### src/rtl/paramul_pkg.sv
// ---------------------------------------------------------------------------
// paramul_pkg : shared BRAM geometry and reader state encoding. Rev 1.0
// ---------------------------------------------------------------------------
`default_nettype none

package paramul_pkg;

    localparam int BRAM_ADDR_W = 8;
    localparam int BRAM_DATA_W = 32;

    typedef enum logic [1:0] {
        IDLE  = 2'd0,
        RUN   = 2'd1,
        DRAIN = 2'd2,
        DONE  = 2'd3
    } state_e;

endpackage

`default_nettype wire

### src/rtl/skid_fifo2.sv
// ---------------------------------------------------------------------------
// skid_fifo2 : 2-entry fall-through FIFO with occupancy and head output. Rev 1.0
// ---------------------------------------------------------------------------
`default_nettype none

module skid_fifo2 #(
    parameter int DATA_W = 32
) (
    input  logic              clk,
    input  logic              rst,
    input  logic              i_push,
    input  logic [DATA_W-1:0] i_data,
    input  logic              i_pop,
    output logic              o_valid,
    output logic [DATA_W-1:0] o_data,
    output logic [1:0]        o_count
);

    logic [DATA_W-1:0] mem_q [2];
    logic              wr_ptr_q;
    logic              rd_ptr_q;
    logic [1:0]        count_q;
    logic              bypass;
    logic              wr;
    logic              rd;

    // An incoming word popped in the same cycle it arrives into an empty
    // FIFO never gets stored; this keeps the stream at one word per cycle.
    assign bypass  = i_push & i_pop & (count_q == 2'd0);
    assign wr      = i_push & ~bypass;
    assign rd      = i_pop & (count_q != 2'd0);

    assign o_valid = (count_q != 2'd0) | i_push;
    assign o_data  = (count_q != 2'd0) ? mem_q[rd_ptr_q]
                   : (i_push ? i_data : '0);
    assign o_count = count_q;

    always_ff @(posedge clk or posedge rst) begin
        if (rst) begin
            mem_q[0] <= '0;
            mem_q[1] <= '0;
            wr_ptr_q <= 1'b0;
            rd_ptr_q <= 1'b0;
            count_q  <= 2'd0;
        end else begin
            if (wr) begin
                mem_q[wr_ptr_q] <= i_data;
            end
            wr_ptr_q <= wr_ptr_q ^ wr;
            rd_ptr_q <= rd_ptr_q ^ rd;
            count_q  <= count_q + {1'b0, wr} - {1'b0, rd};
        end
    end

endmodule

`default_nettype wire

### src/rtl/bram_stream_reader.sv
// ---------------------------------------------------------------------------
// bram_stream_reader : walks a BRAM address range and streams the words out
// over valid/ready with full backpressure. Rev 1.0
// ---------------------------------------------------------------------------
`default_nettype none

module bram_stream_reader
    import paramul_pkg::*;
#(
    parameter int ADDR_W = BRAM_ADDR_W,
    parameter int DATA_W = BRAM_DATA_W
) (
    input  logic              clk,
    input  logic              rst,
    input  logic              i_start,
    input  logic [ADDR_W-1:0] i_base,
    input  logic [ADDR_W:0]   i_len,
    output logic              o_busy,
    output logic              o_done,
    output logic [ADDR_W-1:0] o_rd_addr,
    output logic              o_rd_en,
    input  logic [DATA_W-1:0] i_rd_data,
    output logic [DATA_W-1:0] o_data,
    output logic              o_valid,
    input  logic              i_ready
);

    state_e            state_q, state_d;
    logic [ADDR_W-1:0] base_q, base_d;
    logic [ADDR_W-1:0] rd_addr_q, rd_addr_d;
    logic [ADDR_W:0]   len_q, len_d;
    logic [ADDR_W:0]   cnt_q, cnt_d;
    logic              rd_en_q, rd_en_d;
    logic              vld_q;

    logic              fifo_valid;
    logic [1:0]        fifo_count;
    logic              pop;
    logic [2:0]        occ_next;
    logic [2:0]        fill;
    logic              can_issue;

    assign pop       = fifo_valid & i_ready;
    // Words that will be buffered after this edge, plus the read the BRAM is
    // servicing now; a new read may only go out if it still fits in 2 slots.
    assign occ_next  = {1'b0, fifo_count} + {2'b0, vld_q} - {2'b0, pop};
    assign fill      = occ_next + {2'b0, rd_en_q};
    assign can_issue = (fill < 3'd2);

    always_comb begin
        state_d   = state_q;
        base_d    = base_q;
        len_d     = len_q;
        cnt_d     = cnt_q;
        rd_addr_d = rd_addr_q;
        rd_en_d   = 1'b0;
        unique case (state_q)
            IDLE: begin
                if (i_start) begin
                    if (i_len != '0) begin
                        state_d   = RUN;
                        base_d    = i_base;
                        len_d     = i_len;
                        rd_en_d   = 1'b1;
                        rd_addr_d = i_base;
                        cnt_d     = (ADDR_W+1)'(1);
                    end else begin
                        state_d   = DONE;
                    end
                end
            end
            RUN: begin
                if (cnt_q == len_q) begin
                    state_d = DRAIN;
                end else if (can_issue) begin
                    rd_en_d   = 1'b1;
                    rd_addr_d = base_q + cnt_q[ADDR_W-1:0];
                    cnt_d     = cnt_q + (ADDR_W+1)'(1);
                end
            end
            DRAIN: begin
                if (!rd_en_q && occ_next == 3'd0) begin
                    state_d = DONE;
                end
            end
            DONE: begin
                state_d = IDLE;
                cnt_d   = '0;
            end
            default: state_d = IDLE;
        endcase
    end

    always_ff @(posedge clk or posedge rst) begin
        if (rst) begin
            state_q   <= IDLE;
            base_q    <= '0;
            len_q     <= '0;
            cnt_q     <= '0;
            rd_addr_q <= '0;
            rd_en_q   <= 1'b0;
            vld_q     <= 1'b0;
        end else begin
            state_q   <= state_d;
            base_q    <= base_d;
            len_q     <= len_d;
            cnt_q     <= cnt_d;
            rd_addr_q <= rd_addr_d;
            rd_en_q   <= rd_en_d;
            vld_q     <= rd_en_q;
        end
    end

    skid_fifo2 #(
        .DATA_W (DATA_W)
    ) u_fifo (
        .clk     (clk),
        .rst     (rst),
        .i_push  (vld_q),
        .i_data  (i_rd_data),
        .i_pop   (pop),
        .o_valid (fifo_valid),
        .o_data  (o_data),
        .o_count (fifo_count)
    );

    assign o_valid   = fifo_valid;
    assign o_rd_en   = rd_en_q;
    assign o_rd_addr = rd_addr_q;
    assign o_busy    = (state_q == RUN) || (state_q == DRAIN);
    assign o_done    = (state_q == DONE);

endmodule

`default_nettype wire

### config.mk
export PLATFORM = sky130hd
export DESIGN_NAME = bram_stream_reader
export DESIGN_NICKNAME = d
export VERILOG_FILES = /design/src/rtl/paramul_pkg.sv /design/src/rtl/skid_fifo2.sv /design/src/rtl/bram_stream_reader.sv
export SDC_FILE = /design/constraint.sdc
export NUM_CORES = 1
export LEC_CHECK = 0
export CAP_MARGIN = 10
export CELL_PAD_IN_SITES_DETAIL_PLACEMENT = 1
export CELL_PAD_IN_SITES_GLOBAL_PLACEMENT = 2
export CORE_MARGIN = 1.5
export CORE_UTILIZATION = 37
export DETAILED_ROUTE_END_ITERATION = 6
export PLACE_DENSITY = 0.89
export SYNTH_ARGS = -nofsm -noshare
export SYNTH_HDL_FRONTEND = slang
export SYNTH_SLANG_ARGS = --single-unit
### constraint.sdc
create_clock -name clk -period 9.5 [get_ports clk]
set_input_delay 1.9 -clock clk [delete_from_list [all_inputs] [get_ports clk]]
set_output_delay 1.9 -clock clk [all_outputs]
set_load 0.01 [all_outputs]
**Yosys cells after proc, flatten, opt, wreduce, memory -nomap -nowiden**

Index checks and enable logic that the tools add are counted.

- Add/subtract/negate cells: 7
- $lt $le $gt $ge: 4
- Eq/ne operators: 10
- Mux-type cells: 28
- Bitwise logic cells: 11
- Reduce and logical (&&, ||, !) cells: 15

Operators with widths:

| kind | number |
|---|---|
| two-way mux 32 bit | 6 |
| bitwise mux 64 bit | 1 |
| two-way mux 9 bit | 4 |
| demux 32 bit (select 1 bit) | 1 |
| two-way mux 8 bit | 4 |
| case mux 9 bit (3 select lines) | 1 |
| case mux 8 bit (2 select lines) | 1 |
| != test 2 bit, second input constant | 6 |
| AND reduction 5 bit | 2 |
| adder 9 x 1 -> 9 bit, second input constant | 1 |
| == test 9 bit | 1 |
| nonzero test 9 bit | 1 |
| adder 8 bit | 1 |
| two-way mux 2 bit | 4 |
| case mux 2 bit (4 select lines) | 1 |
| AND reduction 3 bit | 2 |
| AND 1 bit | 5 |
| == test 2 bit, second input constant | 2 |
| greater-or-equal comparator 2 bit, second input constant | 2 |
| zero test 2 bit | 2 |
| two-way mux 1 bit | 4 |
| inverter 1 -> 2 bit | 2 |
| nonzero test 2 bit | 2 |
| adder 2 x 1 -> 3 bit | 1 |
| 16 further kinds | 18 |

- Register bits: 106
- Input bits: 53

**Longest topological paths before layout**

Gate-level depths: netlist of the first run.

- Word-level depth: 9
- Mapped depth: 17
- Depth with buffers taken out: 15

**Hierarchy**

A second synthesis of the first run with hierarchy kept.

- Cells, all modules: 501
- Area total of the unflattened synthesis: 5923.2 sq um

By module, submodules not included:

| module | times used | cells each | area an instance (sq um) | seq. area each (sq um) |
|---|---|---|---|---|
| skid_fifo2 | 1 | 275 | 3557.2 | 1701.6 |
| bram_stream_reader | 1 | 226 | 2366.0 | 950.9 |

**Worst setup path before layout of the first run**

OpenSTA, ideal clock, no wires.

- Path kind: input-to-reg
- Start: input port i_ready
- End: register rd_addr_q[0] (netlist: o_rd_addr[0])
- Library setup time: 0.125 ns
- Arrival: 4.410 ns
- Data required time: 9.375 ns
- Path slack: 4.965 ns
- Stages on the path: 14
- Cells stage by stage: and2_1 ha_1 inv_1 ha_1 inv_1 fa_1 inv_1 ha_1 nor2b_1 mux2i_1 a31oi_4 nand2_2 a22oi_4 mux2_2

- Word-level cells in the longest chain between the ends: 6

Ends and longest elaborated chain:

| element | line | RTL |
|---|---|---|
| start: declaration | bram_stream_reader.sv:25 | `input logic i_ready` |
| AND 1 bit | bram_stream_reader.sv:43 | `assign pop = fifo_valid & i_ready;` |
| subtractor 3 x 1 -> 3 bit | bram_stream_reader.sv:46 | `assign occ_next = {1'b0, fifo_count} + {2'b0, vld_q} - {2'b0, pop};` |
| adder 3 x 1 -> 3 bit | bram_stream_reader.sv:47 | `assign fill = occ_next + {2'b0, rd_en_q};` |
| < comparator 3 x 2 -> 1 bit | bram_stream_reader.sv:48 | `assign can_issue = (fill < 3'd2);` |
| != test 2 bit (no source line) | n/a |  |
| AND reduction 5 bit (no source line) | n/a |  |
| end signal: assignment | bram_stream_reader.sv:108 | `rd_addr_q <= rd_addr_d;` |
| end: declaration | bram_stream_reader.sv:30 | `logic [ADDR_W-1:0] rd_addr_q, rd_addr_d;` |

Every way passes these cells.
A chain may end at the register's enable or synchronous reset.

**Final worst setup path of the first run**

- Start: input port i_rd_data[14]
- End: output port o_data[14]

- Word-level cells in the longest chain between the ends: 2

Ends and longest elaborated chain:

| element | line | RTL |
|---|---|---|
| start: declaration | bram_stream_reader.sv:22 | `input logic [DATA_W-1:0] i_rd_data,` |
| two-way mux 32 bit | skid_fifo2.sv:35 | `: (i_push ? i_data : '0);` |
| two-way mux 32 bit | skid_fifo2.sv:34 | `assign o_data = (count_q != 2'd0) ? mem_q[rd_ptr_q]` |
| end: declaration | bram_stream_reader.sv:23 | `output logic [DATA_W-1:0] o_data,` |

Every way passes these cells.

==> flow_summary.yaml, run 1 <==
outcome:
  outcome: "finished, final reports clean"
timing:
  slew_headroom_pct: 29.6
  worst_pin_slew_ps: 1060
  drv_slew: 0
  setup_viol: 0
  fmax_mhz: 192
  skew_ps: 9.66
  grt_setup_unrepaired: "false"
  fin_crit_ps: 5210
  setup_tns_ps: 0
  report.final.hold_viol_count: 0
  period_share_pct: 54.9
power_and_ir_drop:
  leakage_nw: 2.97
  cellPowerDensity_mw_per_mm2: 367
  finalPower_mw: 2.59
  peakVddDrop_v: 0.000152
hold_path:
  min_from: "o_rd_en$_DFF_PP0_"
  min_delay_path_depth: 0
  hold_end: "vld_q$_DFF_PP0_"
  hp-class: "reg2reg"
cts:
  clock_path_buffers: 2
  path_clk_slew_ps: 80
  cts_hold_buffers: 0
  cts-buffers-inserted: 9
  h-tree-depth: 3
  cts_setup_buffers: 0
  root_buffer: "clkbuf_16"
  cts_repair_resize_count: 0
  clkLatencyLatePin_ps: 350
  cts_tree: "done"
  cts.sinks: 106
drt:
  vias: 4118
  drt_pass1_iterations: 4
  wirelength_mm: 13.7
  drc_errors: 0
  first_iter_violations: 141
  ant_nets: 0
  wl_per_cell_um: 17.8
  vias_per_cell: 5.36
die:
  die_w_um: 126
  io_pins: 97
  die_area_mm2: 0.0159
  dieHeight_um: 126
  row_count: 44
  start_util_pct: 38.2
  coreArea_mm2: 0.0147
place:
  placed_cell_area_mm2: 0.00673
  gp_congestion: 0.757
  portBuffers: 96
  dp_hpwl_mm: 9.69
finish:
  syn_to_final_growth_pct: 25.7
  nFillCells: 1560
  num_antenna_cells: 0
  drive_gt1_share_pct: 19.7
  final_common_cell: "dfrtp_1"
  multiInputGateArea_mm2: 0.00276
  fin_util_pct: 48.0
  seqCellArea_mm2: 0.00265
  final_cell_mix: "105 x dfrtp_1, 96 x clkdlybuf4s50_1, 85 x mux2_2"
  nets: 653
  final_design_area_no_fill_mm2: 0.00706
grt:
  grt.overflow.total: 0
  grt_pass1_wl_mm: 22.9
  grtUsageMet1_pct: 21.9
  grt-busiest-layer: "met2"
  use_met2_pct: 33.2
  grt_max_degree: 61
  first_global_vias: 4627
  met3_usage_pct: 2.89
  grt_usage_pct: 18.0
  grt_antenna_before_repair: 0
yosys:
  synth_top_area_cell: "dfrtp_1"
  synthCells: 498
  yosys_warnings: 0
  ys_seq_area_share_pct: 47.3
  synth-edff-count: 0
  syn-num-nets: 572
  syn_area_mm2: 0.00561
  yosys-top-cells-area: "dfrtp_1 47%, mux2_2 17%, mux2i_1 6.4%"
  synth-async-reset-ratio_pct: 100
  yosysTopAreaCellShare_pct: 47.3
  ys_ff_latch: 106
  synthDistinctLibCells: 46
  synth_flop_cell: "dfrtp_1"
  syn_area_per_cell_um2: 11.3
setup_path:
  rr_endpoint: "o_rd_addr[3]$_DFFE_PP0P_"
  reg2regPathDepth: 16
  path_max_fanout: 3
  critPathCaptureType: "primary output"
  slowest_delay_ps: 600
  worstSetupStartpointType: "input pin"
  slowest_stage: "clkdlybuf4s50_1"
  cp_common_cell: "clkdlybuf4s50_1"
  required_ps: 7600
  r2r-start: "vld_q$_DFF_PP0_"
  crit_type: "in2out"
  cp.arrival_ps: 3310
  crit_chain: "clkdlybuf4s50_1 -> nand3_1 -> o21ai_0 -> clkdlybuf4s50_1"
  r2r_slack_ps: 5260
flow_run:
  cap_violations: 0
## power breakdown
part	total [mW]	switching [mW]	internal, mW
clock	0.408	0.174	0.234
combinational	1.35	0.627	0.720
sequential	0.837	0.166	0.670
## state kept, by name, indices dropped and copies added, names as in the netlist
signal and flops:
o_rd_en 1, vld_q 1, cnt_q 9, len_q 9, u_fifo.o_count 2, u_fifo.wr_ptr_q 1
u_fifo.mem_q 64, o_rd_addr 8, u_fifo.rd_ptr_q 1, state_q 2, base_q 8
## Yosys cell counts (3+ instances only)
library cell / n
buf_2: 6
clkbuf_1: 16
dfrtp_1: 106
mux2i_1: 36
nand3_1: 37
a31oi_1: 5
o21ai_0: 50
nor2b_1: 3
a21oi_1: 7
o31ai_1: 5
mux2_2: 85
nand2_1: 16
xor2_1: 10
a211oi_1: 3
nor3_1: 4
ha_1: 19
buf_1: 9
xnor2_1: 6
inv_1: 23
nor2_1: 16
and2_1: 5
## worst max-delay path: cells and delay by family
kind	cells	cell delay, ps
compound gates	1	160
simple gates	1	100
buf+inv	2	1150
## through the flow
| stage | setup WS [ps] | instances | hold slack [ps] |
|---|---|---|---|
| after floorplan | 4810 | 498 | 448 |
| after global placement | 4140 | 752 | 473 |
| after detailed placement | 4000 | 752 | 470 |
| after CTS | 4290 | 768 | 485 |
| after global routing | 4160 | 768 | 493 |
| final | 4290 | 768 | 458 |
## kinds of logic after synthesis
kind of cell               after synthesis  share of synthesized area, %
muxes                                  123                          23.9
buffers and inverters                   54                          3.74
DFF                                    106                          47.3
adders and majority gates               21                          4.95
and+or+nand+nor                         92                          8.09
AOI/OAI and AO/OA                       86                          9.59
xor gates and xnor gates                16                          2.50
## how the worst max path moves through the flow
stage | startpoint | endpoint | slack [ps]
2_1_floorplan | rst | base_q[0]$_DFFE_PP0P_ | 4810
3_3_place_gp | i_ready | o_rd_addr[5]$_DFFE_PP0P_ | 4140
3_5_place_dp | i_ready | o_rd_addr[3]$_DFFE_PP0P_ | 4000
4_1_cts | i_rd_data[14] | o_data[14] | 4290
5_1_grt | i_ready | o_rd_addr[6]$_DFFE_PP0P_ | 4160
6_report | i_rd_data[14] | o_data[14] | 4290
## metal layers
layer / vias up / routed length [um]
met5: - / 0
met4: 0 / 132
met3: 8 / 487
met2: 74 / 7120
met1: 2097 / 5950
li1: 1939 / -
## area by class of cell
cell class	instances	share of cell area, %
tap	184	3.26
timing repair buffer	101	14.2
clock buffer	9	3.19
multi-input combinational	338	39.1
inverter	23	1.26
sequential	106	37.6
clock inverter	7	1.44
Note: power is estimated with default switching activity, not from simulation.
==> run 2: changes to the inputs <==
--- a/config.mk
+++ b/config.mk
@@ -9,9 +9,9 @@
 export CELL_PAD_IN_SITES_DETAIL_PLACEMENT = 1
 export CELL_PAD_IN_SITES_GLOBAL_PLACEMENT = 2
 export CORE_MARGIN = 1.5
-export CORE_UTILIZATION = 37
+export CORE_UTILIZATION = 31
 export DETAILED_ROUTE_END_ITERATION = 6
-export PLACE_DENSITY = 0.89
+export PLACE_DENSITY = 0.8
 export SYNTH_ARGS = -nofsm -noshare
 export SYNTH_HDL_FRONTEND = slang
 export SYNTH_SLANG_ARGS = --single-unit
==> constraint.sdc (replaced) <==
create_clock -name clk -period 4.62 [get_ports clk]
set_input_delay 0.924 -clock clk [delete_from_list [all_inputs] [get_ports clk]]
set_output_delay 0.924 -clock clk [all_outputs]
set_load 0.01 [all_outputs]
==> run 2 against run 1 <==
Global-route usage fell by 2.4 points; combinational power rose by 110%; clock skew rose by 1.8 ps; via count rose by 1.9%; count of clock-buffer cells in the layout rose by 2; sequential power rose by 110%; sequential cell count did not move; largest power group unchanged.
==> flow_summary.yaml, run 2 (synthesized netlist as in run 1, its figures left out) <==
drt:
  vias: 4196
  ant_nets: 0
  wl_per_cell_um: 17.5
  drc_errors: 0
  vias_per_cell: 5.14
  drt_pass1_iterations: 5
  wirelength_mm: 14.3
  first_iter_violations: 161
timing:
  slew_headroom_pct: 28.5
  fmax_mhz: 255
  setup_viol: 0
  skew_ps: 11.5
  worst_pin_slew_ps: 1070
  setup_tns_ps: 0
  period_share_pct: 84.7
  fin_crit_ps: 3910
  drv_slew: 0
  report.final.hold_viol_count: 0
  grt_setup_unrepaired: "false"
finish:
  reg_top3: "u_fifo.mem_q x64, cnt_q x9, len_q x9"
  syn_to_final_growth_pct: 27.1
  num_antenna_cells: 0
  fin_util_pct: 40.0
  final_cell_mix: "105 x dfrtp_1, 96 x clkdlybuf4s50_1, 85 x mux2_2"
  nets: 656
  drive_gt1_share_pct: 19.9
  largest-register: "u_fifo.mem_q"
  largest_register_ffs: 64
  final_common_cell: "dfrtp_1"
setup_path:
  required_ps: 4860
  cp.arrival_ps: 4150
  r2r-start: "u_fifo.o_count[1]$_DFF_PP0_"
  critPathCaptureType: "flop"
  slowest_stage: "fa_1"
  path_buf_inv: 4
  worstSetupStartpoint: "i_ready"
  slowest_delay_ps: 500
  crit_type: "in2reg"
  worstSetupStartpointType: "input pin"
  cp_top_family: "adder cells"
  crit_chain: "clkdlybuf4s50_1 -> and2_1 -> ha_1 -> inv_1 -> ha_1 -> inv_1 -> fa_1 -> inv_1 -> ha_1 -> nor2_1 -> mux2i_1 -> a31oi_4 -> nand2_2 -> a22oi_4 -> mux2_2"
  path_max_fanout: 8
  r2r_slack_ps: 860
grt:
  grt_usage_pct: 15.6
  first_global_vias: 4518
  grt_antenna_before_repair: 0
  grt_max_degree: 92
  grt.overflow.total: 0
  grt_pass1_wl_mm: 23.0
cts:
  h-tree-depth: 3
  root_buffer: "clkbuf_16"
  clkLatencyLatePin_ps: 350
  cts_repair_resize_count: 0
  cts.sinks: 106
  cts_setup_buffers: 0
  cts_hold_buffers: 0
  cts-buffers-inserted: 9
  cts_tree: "done"
  clock_path_buffers: 2
  path_clk_slew_ps: 70
flow_run:
  cap_violations: 0
die:
  io_pins: 97
  die_w_um: 138
  dieHeight_um: 138
  row_count: 49
  die_area_mm2: 0.0189
  coreArea_mm2: 0.0178
  start_util_pct: 31.5
power_and_ir_drop:
  peakVddDrop_v: 0.000289
  cellPowerDensity_mw_per_mm2: 747
  leakage_nw: 2.98
place:
  portBuffers: 96
  gp_congestion: 0.810
  dp_hpwl_mm: 9.99
hold_path:
  hp-class: "reg2reg"
  min_from: "o_rd_en$_DFF_PP0_"
outcome:
  outcome: "finished, final reports clean"
-- run 2: power by group --
group | switching [mW] | total [mW] | internal, mW | leakage, nW
logic | 1.31 | 2.82 | 1.51 | 1.56
registers | 0.337 | 1.72 | 1.38 | 1.27
clock network | 0.351 | 0.791 | 0.440 | 0.151
-- run 2: per-stage QoR --
stage          instance area (um2)  setup WS [ps]  std cells  hold slack (ps)  power, mW
6_report                      7130            705        816              439       5.33
5_1_grt                       7130            484        816              461       5.74
4_1_cts                       7100            691        815              444       5.40
3_5_place_dp                  6800            339        799              428       4.58
3_3_place_gp                  6800            419        799              414       4.43
2_1_floorplan                 5610            907        498              448       3.44
-- run 2: metal layers --
metal	part of all wire [%]	track usage, %	wire length (um)
met5	0	0	0
met3	4.1	2.28	580
met1	44	19.2	6210
met4	1.8	5.79	262
met2	50	27.7	7200
-- run 2: final timing paths --
path                       cells after the start                      endpoint
max in group asynchronous                      3         base_q[2]$_DFFE_PP0P_
min in group asynchronous                      2  u_fifo.mem_q[35]$_DFFE_PP0P_
setup / recovery                              15      o_rd_addr[7]$_DFFE_PP0P_
setup reg to reg                              15      o_rd_addr[7]$_DFFE_PP0P_
hold reg to reg                                0               vld_q$_DFF_PP0_
hold / removal                                 0               vld_q$_DFF_PP0_
-- run 2: final cells by class --
class / count / area [um2]
clock buffer: 11 / 243
clock inverter: 5 / 61.3
fill: 1919 / 10700
inverter: 23 / 88.8
multi-input combinational: 338 / 2760
sequential: 106 / 2650
tap: 229 / 287
timing repair buffer: 104 / 1040
